## src/rtl/fetch_ctrl.sv

```systemverilog
// Instruction-fetch stage: drives the Instr_Mem address, captures the returned word into
// the IF/ID register, and handles stalls, taken-branch redirects with squash, and HALT.
module fetch_ctrl #(
  parameter int                   PROG_CTR_WID = 10,
  parameter int                   INSTR_WID    = 16,
  parameter logic [INSTR_WID-1:0] HALT_INSTR   = 16'hFFFF
) (
  input  logic                    clk,
  input  logic                    rst_n,
  input  logic                    stall,
  input  logic                    branch_taken,
  input  logic [PROG_CTR_WID-1:0] branch_target,
  input  logic [INSTR_WID-1:0]    instr_mem_out,
  output logic [PROG_CTR_WID-1:0] prog_ctr,
  output logic [INSTR_WID-1:0]    if_id_instr,
  output logic [PROG_CTR_WID-1:0] if_id_pc,
  output logic                    if_id_valid,
  output logic                    halted
);

  typedef enum logic {
    RUN  = 1'b0,
    HALT = 1'b1
  } state_t;

  state_t                  state_reg, state_next;
  logic [PROG_CTR_WID-1:0] prog_ctr_reg, prog_ctr_next;
  logic [INSTR_WID-1:0]    if_id_instr_reg, if_id_instr_next;
  logic [PROG_CTR_WID-1:0] if_id_pc_reg, if_id_pc_next;
  logic                    if_id_valid_reg, if_id_valid_next;
  logic                    halted_reg, halted_next;

  always_ff @(posedge clk or negedge rst_n) begin
    if (!rst_n) begin
      state_reg       <= RUN;
      prog_ctr_reg    <= '0;
      if_id_instr_reg <= '0;
      if_id_pc_reg    <= '0;
      if_id_valid_reg <= 1'b0;
      halted_reg      <= 1'b0;
    end else begin
      state_reg       <= state_next;
      prog_ctr_reg    <= prog_ctr_next;
      if_id_instr_reg <= if_id_instr_next;
      if_id_pc_reg    <= if_id_pc_next;
      if_id_valid_reg <= if_id_valid_next;
      halted_reg      <= halted_next;
    end
  end

  // Priority: redirect beats everything (including stall and HALT), then HALT, then stall.
  always_comb begin
    state_next       = state_reg;
    prog_ctr_next    = prog_ctr_reg;
    if_id_instr_next = if_id_instr_reg;
    if_id_pc_next    = if_id_pc_reg;
    if_id_valid_next = if_id_valid_reg;

    if (branch_taken) begin
      prog_ctr_next    = branch_target;
      if_id_valid_next = 1'b0;
      state_next       = RUN;
    end else if (state_reg == HALT) begin
      // A stall on the capture cycle keeps the HALT word visible to decode.
      if (!stall) begin
        if_id_valid_next = 1'b0;
      end
    end else if (!stall) begin
      if_id_instr_next = instr_mem_out;
      if_id_pc_next    = prog_ctr_reg;
      if_id_valid_next = 1'b1;
      if (instr_mem_out == HALT_INSTR) begin
        state_next = HALT;
      end else begin
        prog_ctr_next = prog_ctr_reg + 1'b1;
      end
    end

    halted_next = (state_next == HALT);
  end

  assign prog_ctr    = prog_ctr_reg;
  assign if_id_instr = if_id_instr_reg;
  assign if_id_pc    = if_id_pc_reg;
  assign if_id_valid = if_id_valid_reg;
  assign halted      = halted_reg;

endmodule
```

## config.mk

```make
export PLATFORM = sky130hd
export DESIGN_NAME = fetch_ctrl
export DESIGN_NICKNAME = d
export VERILOG_FILES = /design/src/rtl/fetch_ctrl.sv
export SDC_FILE = /design/constraint.sdc
export NUM_CORES = 1
export LEC_CHECK = 0
export CAP_MARGIN = 20
export CORE_MARGIN = 5
export CORE_UTILIZATION = 43
export DETAILED_ROUTE_END_ITERATION = 10
export PLACE_DENSITY = 0.78
export SETUP_SLACK_MARGIN = 0.4
export SLEW_MARGIN = 15
export SYNTH_ARGS = -nofsm -noshare
export SYNTH_HDL_FRONTEND = slang
export SYNTH_SLANG_ARGS = --single-unit
```

## constraint.sdc

```tcl
create_clock -name clk -period 1.8 [get_ports clk]
set_input_delay 0.36 -clock clk [delete_from_list [all_inputs] [get_ports clk]]
set_output_delay 0.36 -clock clk [all_outputs]
set_load 0.02 [all_outputs]
```

==> impl_results.md, run 1 <==
- Io pins: 68
- Worst Path Required: 2.00 ns
- Cell row count: 23
- Placed cells: between 200 and 300
- Fillers: around 240
- Clk_lat worst skew: about 0.29 ns
- Filler-free cell count of the finished design: approximately 290
- CTS Root Cell: clkbuf_8
- Multi-input logic area: a little under 900 µm²
- ANT cells: 0
- Synth Cell Area: approximately 1700 µm²
- Core area: 3940 µm²
- H-Tree Depth: 2
- Cell area after layout: 3000 µm²
- CP startpoint kind: register
- Final WS setup: 0.305 ns
- Placer congestion estimate: ~0.77
- Pre-antenna DRT Iters: 4
- P&R area growth vs syn: 74.5%
- Pwr dens: 918 nW/µm²
- Register area: 962 µm²
- Initial antenna violation count: 0
- Worst Hold Class: in -> async
- Outcome: completed
- Syn Inst Count: 132
- Port-buffer cells: 67
- Die Wd: about 73 µm
- Critical path arrival: 1.70 ns
- Number of flip-flops in the largest register: 16
- Gr usage total: 19.7%
- Largest net degree at the start of global routing: 28
- DRT iter0 DRCs: 77
- Final min period: about 1.5 ns
- Mapped Nets: between 150 and 200
- Post-synthesis sequential area ratio: between 50% and 60%
- Clock buffer count from CTS: 5
- Max Fclk: about 670 MHz
- #FFs+latches synth: 38
- Die area: about 5400 µm²
- Total number of vias: roughly 1600
- Max-cap violations: 0
- DRT Wirelength: approximately 5500 µm
- Global-route wire length before repair: between 8000 and 9000 µm
- Crit Path Max Fanout: 4
- RSZ-0062 raised after global routing: true
- Worst IR Drop VDD: 0.681 mV
- HPWL Detailed: ~3400 µm
- CP endpoint kind: register
- # setup viols final: 0
- Clock skew: around 0.013 ns
- Number of distinct library cells after synthesis: 33
- Fin util: 76.2%
- Final slew viol count: 0
- Period utilization: 83.0%
- Vias/cell: roughly 5.5
- Leakage: between 1 and 1.5 nW
- CTS tree: yes
- Cell area after placement: around 2500 µm²
- Number of routed nets with antenna violations: 0
- WL/cell: 19.3 µm
- CTS clk-pin slew, worst paths: 0.08 ns
- Max-slew headroom: 60.2%
- Fin nets: around 270
- DRC viols: 0
- Die Ht: 73.3 µm
- Clock sinks: 38
- Starting density of the core: about 44%
- Final Hold Fails: 0
- Vias in the first global route: roughly 1700
- CP Class: reg -> reg
- Global route total overflow: 0
- Pre-CTS WS: -0.230 ns
- Yosys warns: 0
- Share of cells above drive strength 1: between 50 and 60%
- Syn_area_per_cell: around 13 µm²
- Worst-Margin Slew: slightly below 0.6 ns
- Deepest clock path buffer count: 2
==> synthesized netlist by cell type <==
master	instances	area share [%]
dfrtp_1	38	55
mux2_2	24	16
nor2_1	10	2.2
a31oi_1	7	2.5
nand2_1	5	1.1
or4_1	5	2.2
nand4_1	4	1.5
o31ai_1	4	1.7
a21oi_1	3	0.87
o21ai_0	3	0.87
buf_4	2	0.87
mux2_1	2	1.3
nand3_1	2	0.58
nand3_2	2	1.2
nand4_2	2	1.5
or3_1	2	0.73
and4_4	1	0.65
buf_6	1	0.65
clkbuf_1	1	0.22
clkbuf_8	1	0.80
clkinv_1	1	0.22
ha_1	1	0.73
inv_1	1	0.22
mux2i_1	1	0.58
nor2_4	1	0.65
nor3_4	1	0.95
nor4_4	1	1.2
o211ai_1	1	0.44
o21ai_1	1	0.29
o311ai_0	1	0.51
o41ai_2	1	0.95
or3_2	1	0.44
xor2_1	1	0.51
==> stage by stage <==
stage | power (mW) | TNS, ns | hold slack, ns
finish | 2.76 | 0 | 0.0622
detailed placement | 1.82 | -3.12 | 0.392
global placement | 1.79 | -2.34 | 0.383
CTS | 2.66 | 0 | 0.0801
floorplan | 1.41 | 0 | 0.0644
global route | 2.86 | 0 | 0.120
==> report_power, final <==
group / internal, mW / total [mW] / switching, mW
Clock: 0.591 / 0.895 / 0.304
Sequential: 0.981 / 1.08 / 0.0945
Combinational: 0.400 / 0.788 / 0.387
==> cell usage in the layout (no fill, tap or decap), types with 2 or more instances in the layout <==
master	count
or3_1	2
or4_1	3
buf_2	15
mux2_2	2
o21ai_0	2
dlygate4sd2_1	25
buf_12	3
bufinv_16	2
dfrtp_2	9
nand4_4	2
clkbuf_8	6
nand2_1	4
buf_4	23
nand4_1	4
or4_4	2
nand3_1	2
buf_6	9
clkdlybuf4s15_2	5
o21ai_1	2
mux2_4	24
dfrtp_1	29
a21oi_1	3
o31ai_1	4
clkdlybuf4s15_1	4
a31oi_1	6
nor2_1	10
clkbuf_2	3
clkdlybuf4s50_1	10
clkbuf_16	2
==> final timing paths <==
kind	from	end	slack, ns	cells after the start
max	halted	prog_ctr[6]	0.31	5
max in group asynchronous	rst_n	prog_ctr[6]	1.12	2
min in group clk	instr_mem_out[0]	if_id_instr[0]	0.30	2
max reg2reg	halted	prog_ctr[6]	0.31	5
min	rst_n	if_id_instr[10]	0.06	1
min reg2reg	if_id_pc[1]	if_id_pc[1]	0.50	1
==> final cells by class <==
class | count | share of cell area [%]
Inverter | 2 | 0.250
Tap cell | 50 | 2.08
Sequential cell | 38 | 32.0
Clock buffer | 6 | 2.75
Multi-Input combinational cell | 87 | 29.3
Clock inverter | 2 | 2.00
Timing Repair Buffer | 101 | 31.6
==> timing repair <==
action | CTS | global route
hold buffers | 0 | 0
endpoints found under the setup margin | 75 | 46
cloned | 2 | 3
setup buffers | 14 | 7
resized for setup | 145 | 39
pin swaps | 14 | 4
==> per-layer routing <==
layer	track usage (%)	routed length [µm]	vias up
met1	23.5	2190	779
met5	0	0	-
li1	-	-	704
met2	33.7	2720	76
met3	6.57	506	14
met4	5.33	110	0
==> logic make-up (layout without fill, tap and decap cells) <==
family	Yosys count	in the layout	share of synthesized area (%)
AOI/OAI and AO/OA	21	21	8.21
xor gates and xnor gates	1	1	0.509
adders and majority gates	1	1	0.727
buffers and inverters	7	111	2.98
DFF	38	38	55.2
muxes	27	27	17.6
and+or+nand+nor	37	37	14.8
==> worst max-delay path, stage by stage (launching register included) <==
cell,delay (ns)
dfrtp_2,0.46
nor2_4,0.15
buf_6,0.13
nand3_1,0.10
or3_1,0.35
a31oi_1,0.20
Note: power is estimated with default switching activity, not from simulation.
==> run 2, diff against run 1 <==
--- a/config.mk
+++ b/config.mk
@@ -7,9 +7,9 @@
 export LEC_CHECK = 0
 export CAP_MARGIN = 20
 export CORE_MARGIN = 5
-export CORE_UTILIZATION = 43
+export CORE_UTILIZATION = 39
 export DETAILED_ROUTE_END_ITERATION = 10
-export PLACE_DENSITY = 0.78
+export PLACE_DENSITY = 0.75
 export SETUP_SLACK_MARGIN = 0.4
 export SLEW_MARGIN = 15
 export SYNTH_ARGS = -nofsm -noshare
==> constraint.sdc (replaced) <==
create_clock -name clk -period 1.2 [get_ports clk]
set_input_delay 0.24 -clock clk [delete_from_list [all_inputs] [get_ports clk]]
set_output_delay 0.24 -clock clk [all_outputs]
set_load 0.02 [all_outputs]
==> run 2 against run 1 <==
The flow now finishes with violations (hold timing, setup timing). Die area increased by 8.8%. Sequential power increased by 52%. Power increased by 51%. Clock power increased by 0.8%. Highest routed layer unchanged.
==> impl_results.md, run 2 (synthesis gave the netlist of run 1 again) <==
- Share of cells above drive strength 1: 70.1% (+20 points)
- Io pins: 68 (unchanged)
- Deepest clock path buffer count: 2 (unchanged)
- Die area: 5840 µm² (+8.8%)
- Vias in the first global route: 1847 (+9.2%)
- RSZ-0062 raised after global routing: true
- Crit Path Max Fanout: 4 (unchanged)
- Final min period: 1.58 ns (+0.0877 ns)
- Commonest non-fill, non-tap cell in the layout: buf_6
- H-Tree Depth: 2 (unchanged)
- Max Fclk: 632 MHz (-5.5%)
- Largest net degree at the start of global routing: 27 (-3.6%)
- WL/cell: 18.1 µm (-6.1%)
- Period utilization: 132% (+49 points)
- CP startpoint kind: register
- Leakage: 1.56 nW (+14%)
- Starting density of the core: 39.8% (-3.9 points)
- Outcome: complete, but fails checks
- Vias/cell: 5.13 (-6.8%)
- P&R area growth vs syn: 95.7%
- Number of flip-flops in the largest register: 16 (unchanged)
- Max-cap violations: 0 (unchanged)
- Worst Path Required: 1.36 ns (-0.64 ns)
- Commonest cells after routing, fill and taps aside: 63 x buf_6, 51 x buf_4, 29 x dfrtp_1
- Clock sinks: 38 (unchanged)
- CTS tree: yes
- Hold_ws: -0.159 ns (-0.222 ns)
- CTS clk-pin slew, worst paths: 0.07 ns (about the same)
- Pwr dens: 1240 nW/µm² (+35%)
- Placer congestion estimate: 0.756 (-2.4%)
- Final WS setup: -0.382 ns (-0.688 ns)
- CP endpoint kind: register
- Sw Share: 30.2% (+1.7 points)
- Switching Power: 1.26 mW (+60%)
- Final slew viol count: 0 (unchanged)
- Pre-antenna DRT Iters: 4 (unchanged)
- Worst setup slack for register-to-register paths: -0.38 ns (-0.69 ns)
- Port-buffer cells: 67 (unchanged)
- Fin nets: 304 (+14%)
- Gr usage total: 19.0% (-0.63 points)
- Failing checks: hold timing, setup timing
- Die Wd: 76.4 µm (+4.3%)
- Global-route wire length before repair: 9180 µm (+14%)
- Worst-Margin Slew: 0.378 ns (-0.218 ns)
- Clock buffer count from CTS: 5 (unchanged)
- # setup viols final: 43 (+43)
- Clock power share: 21.6% (-11 points)
- CP Class: reg -> reg
- Die Ht: 76.4 µm (+4.3%)
- Design Power: 4.17 mW (+51%)
- HPWL Detailed: 3670 µm (+7.4%)
- Critical path arrival: 1.74 ns (+0.04 ns)
- Global route total overflow: 0 (unchanged)
- Clock skew: 0.00507 ns (-0.00793 ns)
- Sequential power share: 39.2% (+0.2 points)
- Initial antenna violation count: 0 (unchanged)
- DRC viols: 0 (unchanged)
- DRT Wirelength: 5910 µm (+7.1%)
- Total number of vias: 1671 (+6.2%)
- Comb pwr share: 39.2% (+11 points)
- DRT iter0 DRCs: 45 (-42%)
- Clk_lat worst skew: 0.29 ns (about the same)
- Max-slew headroom: 74.6% (+14 points)
- Pre-CTS WS: -0.701 ns (-0.471 ns)
- Worst IR Drop VDD: 0.767 mV (+13%)
- Final Hold Fails: 12 (+12)
- Worst Hold Class: in -> async
- Number of routed nets with antenna violations: 0 (unchanged)
- CTS Root Cell: clkbuf_8
- Core area: 4320 µm² (+9.7%)
- Cell row count: 24 (+4.3%)
- Internal power: 2.91 mW (+48%)
- ANT cells: 0 (unchanged)
-- run 2: power by group through the flow --
stage	Clock (mW)	Combinational (mW)	Sequential, mW
after global routing	0.965	1.73	1.65
after CTS	0.921	1.47	1.63
after floorplan	0	0.265	1.85
after detailed placement	0	1.22	1.61
after global placement	0	1.19	1.60
final	0.902	1.64	1.64
-- run 2: critical path: stages (launching register included) --
cell     delay [ns]
dfrtp_2        0.44
nor2_4         0.18
nand3_4        0.11
buf_6          0.13
buf_4          0.13
o31ai_2        0.33
a31oi_4        0.13
-- run 2: path summary, 6_finish.rpt --
path,end,start,cells after the start
max,prog_ctr[7],halted,6
max reg2reg,prog_ctr[7],halted,6
min reg2reg,if_id_instr[5],if_id_instr[5],1
min,if_id_instr[4],rst_n,1
min in group clk,if_id_instr[7],instr_mem_out[7],2
max in group asynchronous,prog_ctr[4],rst_n,2
-- run 2: what timing repair did --
| action | 4_1_cts | 5_1_grt |
|---|---|---|
| pin swaps | 16 | 11 |
| endpoints found under the setup margin | 76 | 76 |
| resized for setup | 346 | 26 |
| hold endpoints to repair | 12 | 12 |
| buffers inserted | 25 | 14 |
| cloned | 1 | 0 |
-- run 2: through the flow --
step | cell area [µm²] | setup TNS [ns] | utilization, % | hold slack, ns | cells
global route | 3370 | -13.20 | 77.9 | -0.142 | 326
detailed placement | 2690 | -22.98 | 62.2 | 0.152 | 278
floorplan | 1740 | -6.06 | - | -0.0556 | 132
global placement | 2690 | -21.01 | 62.2 | 0.146 | 278
finish | 3370 | -11.40 | 77.9 | -0.159 | 326
CTS | 3150 | -8.72 | 72.8 | -0.162 | 312
-- run 2: area by class of cell --
cell class / instances / area [µm²]
clock inverter: 1 / 5.00
sequential: 38 / 962
fill: 272 / 955
clock buffer: 7 / 86.3
timing repair buffer: 139 / 1330
tap: 52 / 65.1
inverter: 2 / 7.51
multi-input combinational: 87 / 918
-- run 2: layer usage --
layer	track usage [%]	wire, µm	part of all wire, %	vias to the layer above
met5	0	0	0	-
met4	3.32	38	0.64	0
met3	5.08	330	5.6	4
met2	33.2	3050	52	57
met1	23.7	2490	42	836
li1	-	-	-	774
==> run 3, diff against run 2 <==
--- a/config.mk
+++ b/config.mk
@@ -6,10 +6,12 @@
 export NUM_CORES = 1
 export LEC_CHECK = 0
 export CAP_MARGIN = 20
+export CELL_PAD_IN_SITES_DETAIL_PLACEMENT = 0
+export CELL_PAD_IN_SITES_GLOBAL_PLACEMENT = 1
 export CORE_MARGIN = 5
-export CORE_UTILIZATION = 39
+export CORE_UTILIZATION = 30
 export DETAILED_ROUTE_END_ITERATION = 10
-export PLACE_DENSITY = 0.75
+export PLACE_DENSITY = 0.74
 export SETUP_SLACK_MARGIN = 0.4
 export SLEW_MARGIN = 15
 export SYNTH_ARGS = -nofsm -noshare
==> run 3 against run 2 <==
The flow still finishes with violations (hold timing, setup timing). Cell area shrank 3.5%. Critical endpoint is now if_id_instr[10]. Routed wire length shrank 14%. Via count shrank 7.0%. Critical path depth shrank 1. Combinational power shrank 15%. Global-route usage shrank 5.3 points. Clock skew grew 0.0066 ns. Clock power grew 45%. Clock-buffer cell count shrank 2. Register-to-register slack gained 0.13 ns. Maximum frequency grew 9.0%. Worst setup slack gained 0.13 ns.
==> impl_results.md, run 3 (synthesis gave the netlist of run 1 again) <==
- CP startpoint kind: register
- Deepest clock path buffer count: 2 (unchanged)
- Largest net degree at the start of global routing: 28 (+3.7%)
- Routing usage on met2: 20.8% (-12 points)
- Total number of vias: 1554 (-7.0%)
- CTS Root Cell: clkbuf_8
- Worst Path Required: 1.38 ns (+0.02 ns)
- Worst R2R Start: halted
- Met3 usage: 5.57% (+0.49 points)
- Met1 usage: 18.1% (-5.6 points)
- RR Endpoint: if_id_instr[10]
- CP endpoint kind: register
- Port-buffer cells: 67 (unchanged)
- Pwr dens: 1330 nW/µm² (+7.5%)
- DRC viols: 0 (unchanged)
- Outcome: complete, but fails checks
- Worst reg-to-reg path cell count: 5 (-1)
- CP Cell Sequence: buf_4 > nor3_4 > buf_6 > buf_12 > mux2_2
- Final WS setup: -0.252 ns (+0.131 ns)
- CTS clk-pin slew, worst paths: 0.08 ns (about the same)
- H-Tree Depth: 2 (unchanged)
- Fin util: 58.7% (-19 points)
- DRT Wirelength: 5100 µm (-14%)
- WL/cell: 15.6 µm (-14%)
- Critical path arrival: 1.63 ns (-0.11 ns)
- Share of cells above drive strength 1: 64.7% (-5.4 points)
- Critical-path top delay cell: dfrtp_2
- Worst setup slack for register-to-register paths: -0.25 ns (+0.13 ns)
- Crit Path Max Fanout: 11 (+7)
- HPWL Detailed: 3430 µm (-6.4%)
- Vias in the first global route: 1613 (-13%)
- Worst IR Drop VDD: 0.733 mV (-4.3%)
- Vias/cell: 4.75 (-7.3%)
- Number of routed nets with antenna violations: 0 (unchanged)
- RSZ-0062 raised after global routing: true
- Core area: 5540 µm² (+28%)
- Placer congestion estimate: 0.763 (+0.95%)
- Period utilization: 121% (-11 points)
- Fillers: 481 (+77%)
- Gr usage total: 13.8% (-5.3 points)
- CP Launch Point: halted
- Design Power: 4.33 mW (+3.8%)
- Hold_ws: -0.181 ns (-0.0211 ns)
- CP Class: reg -> reg
- Worst Hold Class: in -> async
- Clock skew: 0.0117 ns (+0.00665 ns)
- Commonest cells after routing, fill and taps aside: 55 x buf_6, 37 x buf_4, 29 x dfrtp_1
- Commonest non-fill, non-tap cell in the layout: buf_6
- Die area: 7350 µm² (+26%)
- Fin nets: 285 (-6.3%)
- CTS tree: yes
- Io pins: 68 (unchanged)
- Max-cap violations: 0 (unchanged)
- P&R area growth vs syn: 89.0%
- # setup viols final: 41 (-4.7%)
- Initial antenna violation count: 0 (unchanged)
- Starting density of the core: 31.1% (-8.7 points)
- Cell row count: 27 (+13%)
- Critical Path Sink: if_id_instr[10]
- Slowest stage delay, CP: 0.43 ns (about the same)
- Global route total overflow: 0 (unchanged)
- Final Hold Fails: 11 (-1)
- Clock buffer count from CTS: 5 (unchanged)
- DRT iter0 DRCs: 44 (-2.2%)
- Max-slew headroom: 79.4% (+4.7 points)
- Clk_lat worst skew: 0.30 ns (about the same)
- Number of flip-flops in the largest register: 16 (unchanged)
- Leakage: 1.44 nW (-7.9%)
- Pre-CTS WS: -0.675 ns (+0.0262 ns)
- Max Fclk: 689 MHz (+9.0%)
- Global-route wire length before repair: 8050 µm (-12%)
- ANT cells: 0 (unchanged)
- Global route hottest layer: met2
- Clock sinks: 38 (unchanged)
- Pre-antenna DRT Iters: 4 (unchanged)
- Die Ht: 85.8 µm (+12%)
- Worst-Margin Slew: 0.306 ns (-0.0726 ns)
- Final min period: 1.45 ns (-0.131 ns)
- Final slew viol count: 0 (unchanged)
- Die Wd: 85.8 µm (+12%)
- Failing checks: hold timing, setup timing
[run 3: per-stage QoR]
step           area [µm²]  std cells  TNS, ns
2_1_floorplan        1740        132    -6.06
3_3_place_gp         2720        297   -21.90
3_5_place_dp         2720        297   -22.04
4_1_cts              3120        319    -7.82
5_1_grt              3250        327    -9.61
6_report             3250        327    -7.44
[run 3: where the power goes]
group	internal [mW]	switching, mW	total [mW]
registers	1.47	0.151	1.62
logic	0.814	0.590	1.40
clock network	0.833	0.472	1.31
total	3.12	1.21	4.33
[run 3: what timing repair did]
item | 4_1_cts | 5_1_grt
buffers inserted | 12 | 7
gates resized for setup | 306 | 24
hold endpoints to repair | 11 | 11
pin swaps | 14 | 4
gates cloned | 2 | 1
endpoints found under the setup margin | 76 | 76
[run 3: how the worst min path moves through the flow]
stage / cells after the start / start / end
CTS: 1 / rst_n / if_id_instr[14]
detailed placement: 1 / rst_n / if_id_instr[14]
floorplan: 0 / rst_n / halted
global placement: 1 / rst_n / if_id_instr[4]
global route: 1 / rst_n / if_id_instr[9]
finish: 1 / rst_n / if_id_instr[14]
[run 3: final cells by class]
| class | instances | area (µm²) | area share [%] |
|---|---|---|---|
| clock buffers | 5 | 68.8 | 2.12 |
| multi-input cells | 87 | 816 | 25.1 |
| well taps | 72 | 90.1 | 2.77 |
| clock inverters | 3 | 68.8 | 2.12 |
| inverters | 2 | 7.51 | 0.231 |
| flip-flops and latches | 38 | 962 | 29.6 |
| repair buffers | 120 | 1240 | 38.1 |
[run 3: critical path, delay by kind of cell, from the launching register on]
kind	cells	cell delay (ns)
muxes	1	0.34
and+or+nand+nor	1	0.11
buffers and inverters	3	0.45
DFF	1	0.43
[run 3: routing by layer]
layer,share of wire [%],vias to the layer above
met4,0.86,0
met5,0,-
met3,9.2,5
met2,46,59
met1,44,750
li1,-,740
==> RTL edit 1, RTL diff (flow settings as in run 2) <==
The parameter `PROG_CTR_WID` goes from 10 to 9.
--- a/src/rtl/fetch_ctrl.sv
+++ b/src/rtl/fetch_ctrl.sv
@@ -3,3 +3,3 @@
 module fetch_ctrl #(
-  parameter int                   PROG_CTR_WID = 10,
+  parameter int                   PROG_CTR_WID = 9,
   parameter int                   INSTR_WID    = 16,
Interface: changed (resized branch_target, if_id_pc and prog_ctr); port bits go from 68 to 65. The function was not compared with the original's and may differ.
==> RTL edit 1 against run 2 <==
The flow still finishes with violations (negative hold slack, negative setup slack). Synthesized area decreased by 6.2%. Final area fell by 4.6%. Fmax down 0.29%. Wire length fell by 1.1%. Sequential cell count down 2. Setup slack worse by 0.0045 ns. Total power is 4.5% lower. First-iteration DRC count increased by 140%. Global-route usage rose by 1.1 points. Critical endpoint is now prog_ctr[8]. Largest power group is now combinational cells. Highest routed layer unchanged.
==> RTL edit 1: results (changes against run 2) <==
first-pass GRT wire length=8240 um (-10%); net count after synthesis=156 (-4.3%); max FFs per register=16 (unchanged); placed cell count=264 (-5.0%); clock-pin slew on the worst setup and hold paths=0.07 ns (about the same); final net count=296 (-2.6%); pre-CTS WS=-0.750 ns (-0.0484 ns); arrival time at the worst endpoint=1.77 ns (+0.03 ns); Fin. Hold Viols=16 (+4); DP Wirelength=3620 um (-1.4%); routed len/inst=18.5 um (+2.0%); first drt pass iteration count=4 (unchanged); VDD IR-drop max=0.888 mV (+16%); routed via count=1646 (-1.5%); setup TNS=-9.52 ns (+1.87 ns); layout cells sized above 1=68.0% (-2.0 points); drt via density=5.21 (+1.6%); clock buffer count from CTS=5 (unchanged); synth top area cells=dfrtp_1 56%, mux2_2 16%, a31oi_1 2.3%; worst reg2reg path depth=5 (-1); largest net degree at the start of global routing=21 (-22%); Pleak=1.51 nW (-3.2%); synthesized instance count=126 (-4.5%); # port buffers=64 (-4.5%); Seq/Total Area, Yosys=55.8% (+0.54 points); GR Util All Layers=20.1% (+1.1 points); post-CTS sizing=295 (-15%); Clk Latency, worst-skew pair=0.29 ns (about the same); r2r endpoint=prog_ctr[8]; Critical Path Sink=prog_ctr[8]; Yosys cell types=31 (-6.1%); CTS Buffer Depth=2 (unchanged); Slew HR=70.0% (-4.7 points); most common library cells after synthesis=36 x dfrtp_1, 23 x mux2_2, 7 x nand2_1, 7 x nor2_1, 6 x a31oi_1; vias in the first global route=1659 (-10%); Placer Congestion=0.881 (+17%); Clock Skews=0.00820 ns (+0.00313 ns); CTS root buffer=clkbuf_8; antenna violations before repair=0 (unchanged); status=finished, violations left; Hold Crit Class=primary input to asynchronous set/reset pin; Fill cells=212 (-22%); H-tree levels=2 (unchanged); Hold Worst Slack=-0.124 ns (+0.0356 ns); failing checks=negative hold slack, negative setup slack; diodes inserted=0 (unchanged); RR Startpoint=prog_ctr[0]; synth warn=0 (unchanged); post-layout util=80.4% (+2.4 points); CP Max Fanout=4 (unchanged); DRT iter0 DRCs=108 (+140%); Post-DP Area=0.00267 sq mm (-0.84%); Worst Setup Slack, final=-0.387 ns (-0.00454 ns); endpoints failing setup=38 (-12%)
## RTL edit 1: changes by cell type after synthesis, sizes merged, moves of 2 or more
cell	before	now
or4	5	2
dfrtp	38	36
inv	1	3
nand2	5	7
nand3	4	2
nand4	6	4
nor2	11	9
o31a	0	2
o31ai	4	2
or2	0	2
## RTL edit 1: worst min-delay path by stage
| stage | cells after the start | endpoint | slack [ns] | from |
|---|---|---|---|---|
| 2_1_floorplan | 0 | halted | -0.06 | rst_n |
| 3_3_place_gp | 1 | if_id_instr[4] | 0.18 | rst_n |
| 3_5_place_dp | 1 | if_id_instr[3] | 0.20 | rst_n |
| 4_1_cts | 1 | if_id_instr[3] | -0.11 | rst_n |
| 5_1_grt | 1 | if_id_instr[4] | -0.1 | rst_n |
| 6_report | 1 | if_id_instr[2] | -0.12 | rst_n |
## RTL edit 1: logic make-up after synthesis
family / synth area share [%]
AOI/OAI and AO/OA: 9.76
buffers and inverters: 2.48
xor gates and xnor gates: 0.542
DFF: 55.8
and+or+nand+nor: 13.2
muxes: 17.4
adders and majority gates: 0.774
## RTL edit 1: area by class of cell
cell class	instances	share of cell area, %
clock buffers	7	2.37
multi-input cells	82	26.9
well taps	50	1.95
inverters	3	0.350
flip-flops and latches	36	28.3
repair buffers	138	40.1
## RTL edit 1: routing by layer
layer  vias to the layer above  track usage, %  part of all wire (%)
li1                        744               -                     -
met1                       804            23.7                    39
met2                        70            35.2                    52
met3                        28            3.78                   4.6
met4                         0            9.88                   4.2
met5                         -               0                     0
## RTL edit 1: where the power goes
part           total, mW  switching [mW]  internal, mW
Sequential          1.56           0.163          1.39
Clock              0.810           0.410         0.399
Combinational       1.62           0.651         0.969
Total               3.99            1.22          2.76
==> RTL edit 2, RTL diff (flow settings as in run 2) <==
Made on the original files. Add an input register stage for `branch_target`, without a reset; this delays it by one clock. The other inputs are not delayed to match.
--- a/src/rtl/fetch_ctrl.sv
+++ b/src/rtl/fetch_ctrl.sv
@@ -24,2 +24,8 @@
   } state_t;
+
+  logic [PROG_CTR_WID-1:0] branch_target_q;
+
+  always_ff @(posedge clk) begin
+    branch_target_q <= branch_target;
+  end
 
@@ -59,3 +65,3 @@
     if (branch_taken) begin
-      prog_ctr_next    = branch_target;
+      prog_ctr_next    = branch_target_q;
       if_id_valid_next = 1'b0;
Check against the original RTL: not equivalent (a bounded check fails within 4 cycles, from zero or initial values and one cycle with rst_n low).
==> RTL edit 2 against run 2 <==
The flow finishes with violations (negative setup slack). Count of clock-buffer cells in the layout increased by 1. Wire length increased by 1.5%. Synthesized area increased by 11%. Setup slack improved by 0.039 ns. Total power about the same. Sequential power increased by 18%. Core utilization decreased by 7.4 points. Final area decreased by 0.56%. First-iteration DRC count increased by 140%. Sequential share of layout area increased by 6.0 points. Sequential cell count increased by 10.
==> RTL edit 2: results (changes against run 2) <==
first drt pass iteration count=5 (+1); endpoints failing setup=39 (-9.3%); routed wl met3=495 um (+50%); Clk Latency, worst-skew pair=about 0.3 ns; CTS root buffer=clkbuf_8; pre-CTS WS=-0.829 ns (-0.128 ns); Post-DP Area=0.00290 sq mm (+7.8%); Hold Crit Class=primary input to flip-flop; Syn Area/Cell=9.73 sq um (-25%); CP Max Fanout=3 (-1); clock-pin slew on the worst setup and hold paths=0.09 ns (+0.02 ns); clock buffer count from CTS=5 (unchanged); diodes inserted=0 (unchanged); Slew HR=76.6% (+2.0 points); Pleak=1.65 nW (+5.6%); routed via count=1945 (+16%); status=finished, violations left; Seq/Total Area, Yosys=60.1% (+4.8 points); VDD IR-drop max=0.702 mV (-8.4%); # port buffers=67 (unchanged); Placer Congestion=0.749 (-0.95%); antenna violations before repair=0 (unchanged); synth warn=0 (unchanged); synth top area cells=dfrtp_1 50%, nand2_1 15%, dfxtp_1 10%; net count after synthesis=228 (+40%); CTS Buffer Depth=2 (unchanged); met2 WL=2940 um (-3.6%); RR Startpoint=halted; layout cells sized above 1=44.6% (-25 points); fraction of registers with async set/reset=79.2% (-21 points); top sig layer=met4; final wirelength=6000 um (+1.5%); startpoint types=flip-flop; DP Wirelength=3910 um (+6.6%); largest net degree at the start of global routing=39 (+44%); Fill cells=360 (+32%); Hold Crit Start=instr_mem_out[2]; H-tree levels=2 (unchanged); Non-Filler Instances=390 (+20%); failing checks=negative setup slack; first-pass GRT wire length=9180 um (about the same); most common library cells after synthesis=77 x nand2_1, 38 x dfrtp_1, 10 x dfxtp_1, 10 x nor2_1, 8 x clkbuf_1; M1 WL=2430 um (-2.7%); Clock Skews=0.0107 ns (+0.00564 ns); vias in the first global route=1952 (+5.7%); DRT iter0 DRCs=107 (+140%); GR Util All Layers=18.7% (-0.29 points); Yosys cell types=35 (+6.1%); Worst Setup Slack, final=-0.344 ns (+0.0386 ns); placed cell count=351 (+26%); max FFs per register=16 (unchanged)
RTL edit 2: cell types whose count changed after synthesis, moves of 4 or more:
cell,run 2,this run
dfxtp_1,0,10
inv_1,1,6
clkbuf_1,1,8
nand2_1,5,77
or4_1,5,1
mux2_2,24,0
a31oi_1,7,3
RTL edit 2: cell families after synthesis:
logic type,count (synthesis),share of synthesized area [%]
AOI/OAI and AO/OA,26,11.3
DFF,48,60.1
adders and majority gates,1,0.653
buffers and inverters,14,2.74
and+or+nand+nor,107,24.8
xor gates and xnor gates,1,0.457
RTL edit 2: final timing paths:
check	end	slack, ns	cells past startpoint
min in group asynchronous	if_id_instr[11]	0.42	3
max in group asynchronous	prog_ctr[0]	0.55	3
max reg2reg	prog_ctr[6]	-0.34	5
min reg2reg	prog_ctr[0]	0.43	2
min	if_id_instr[2]	0.13	3
max	prog_ctr[6]	-0.34	5
RTL edit 2: power by group:
| part | leakage, nW | switching, mW | total, mW | internal (mW) |
|---|---|---|---|---|
| clock network | 0.0395 | 0.511 | 0.926 | 0.415 |
| logic | 1.07 | 0.606 | 1.32 | 0.712 |
| registers | 0.542 | 0.144 | 1.93 | 1.79 |
| total | 1.65 | 1.26 | 4.18 | 2.92 |
RTL edit 2: repair_timing:
item,4_1_cts,5_1_grt
gates resized for setup,312,16
setup buffers,16,12
pin swaps,20,7
cloned,2,0
hold buffers,1,0
endpoints found under the setup margin,76,76
hold endpoints to repair,38,0
RTL edit 2: layer usage:
layer / global-route usage, % / vias to the layer above
met5: 0 / -
met4: 7.43 / 0
met1: 22.2 / 936
li1: - / 913
met2: 33.4 / 83
met3: 3.36 / 13
RTL edit 2: metrics by stage:
step                      setup TNS [ns]  util [%]
after detailed placement          -24.44      61.0
after CTS                          -8.67      68.4
after floorplan                    -3.60         -
after global placement            -23.73      61.0
after global routing              -10.82      70.5
final                              -9.04      70.5
RTL edit 2: final cells by class:
cell class,count,area share [%]
Multi-Input combinational cell,135,24.1
Tap cell,67,2.50
Clock buffer,8,2.39
Timing Repair Buffer,126,35.8
Sequential cell,48,34.6
Inverter,6,0.672
RTL edit 2: critical path, cell delays in order (launching register included):
cell and delay (ns):
dfrtp_2 0.44, nor2_4 0.13, o41ai_4 0.11, buf_4 0.15, o311a_1 0.31, a221o_1 0.28
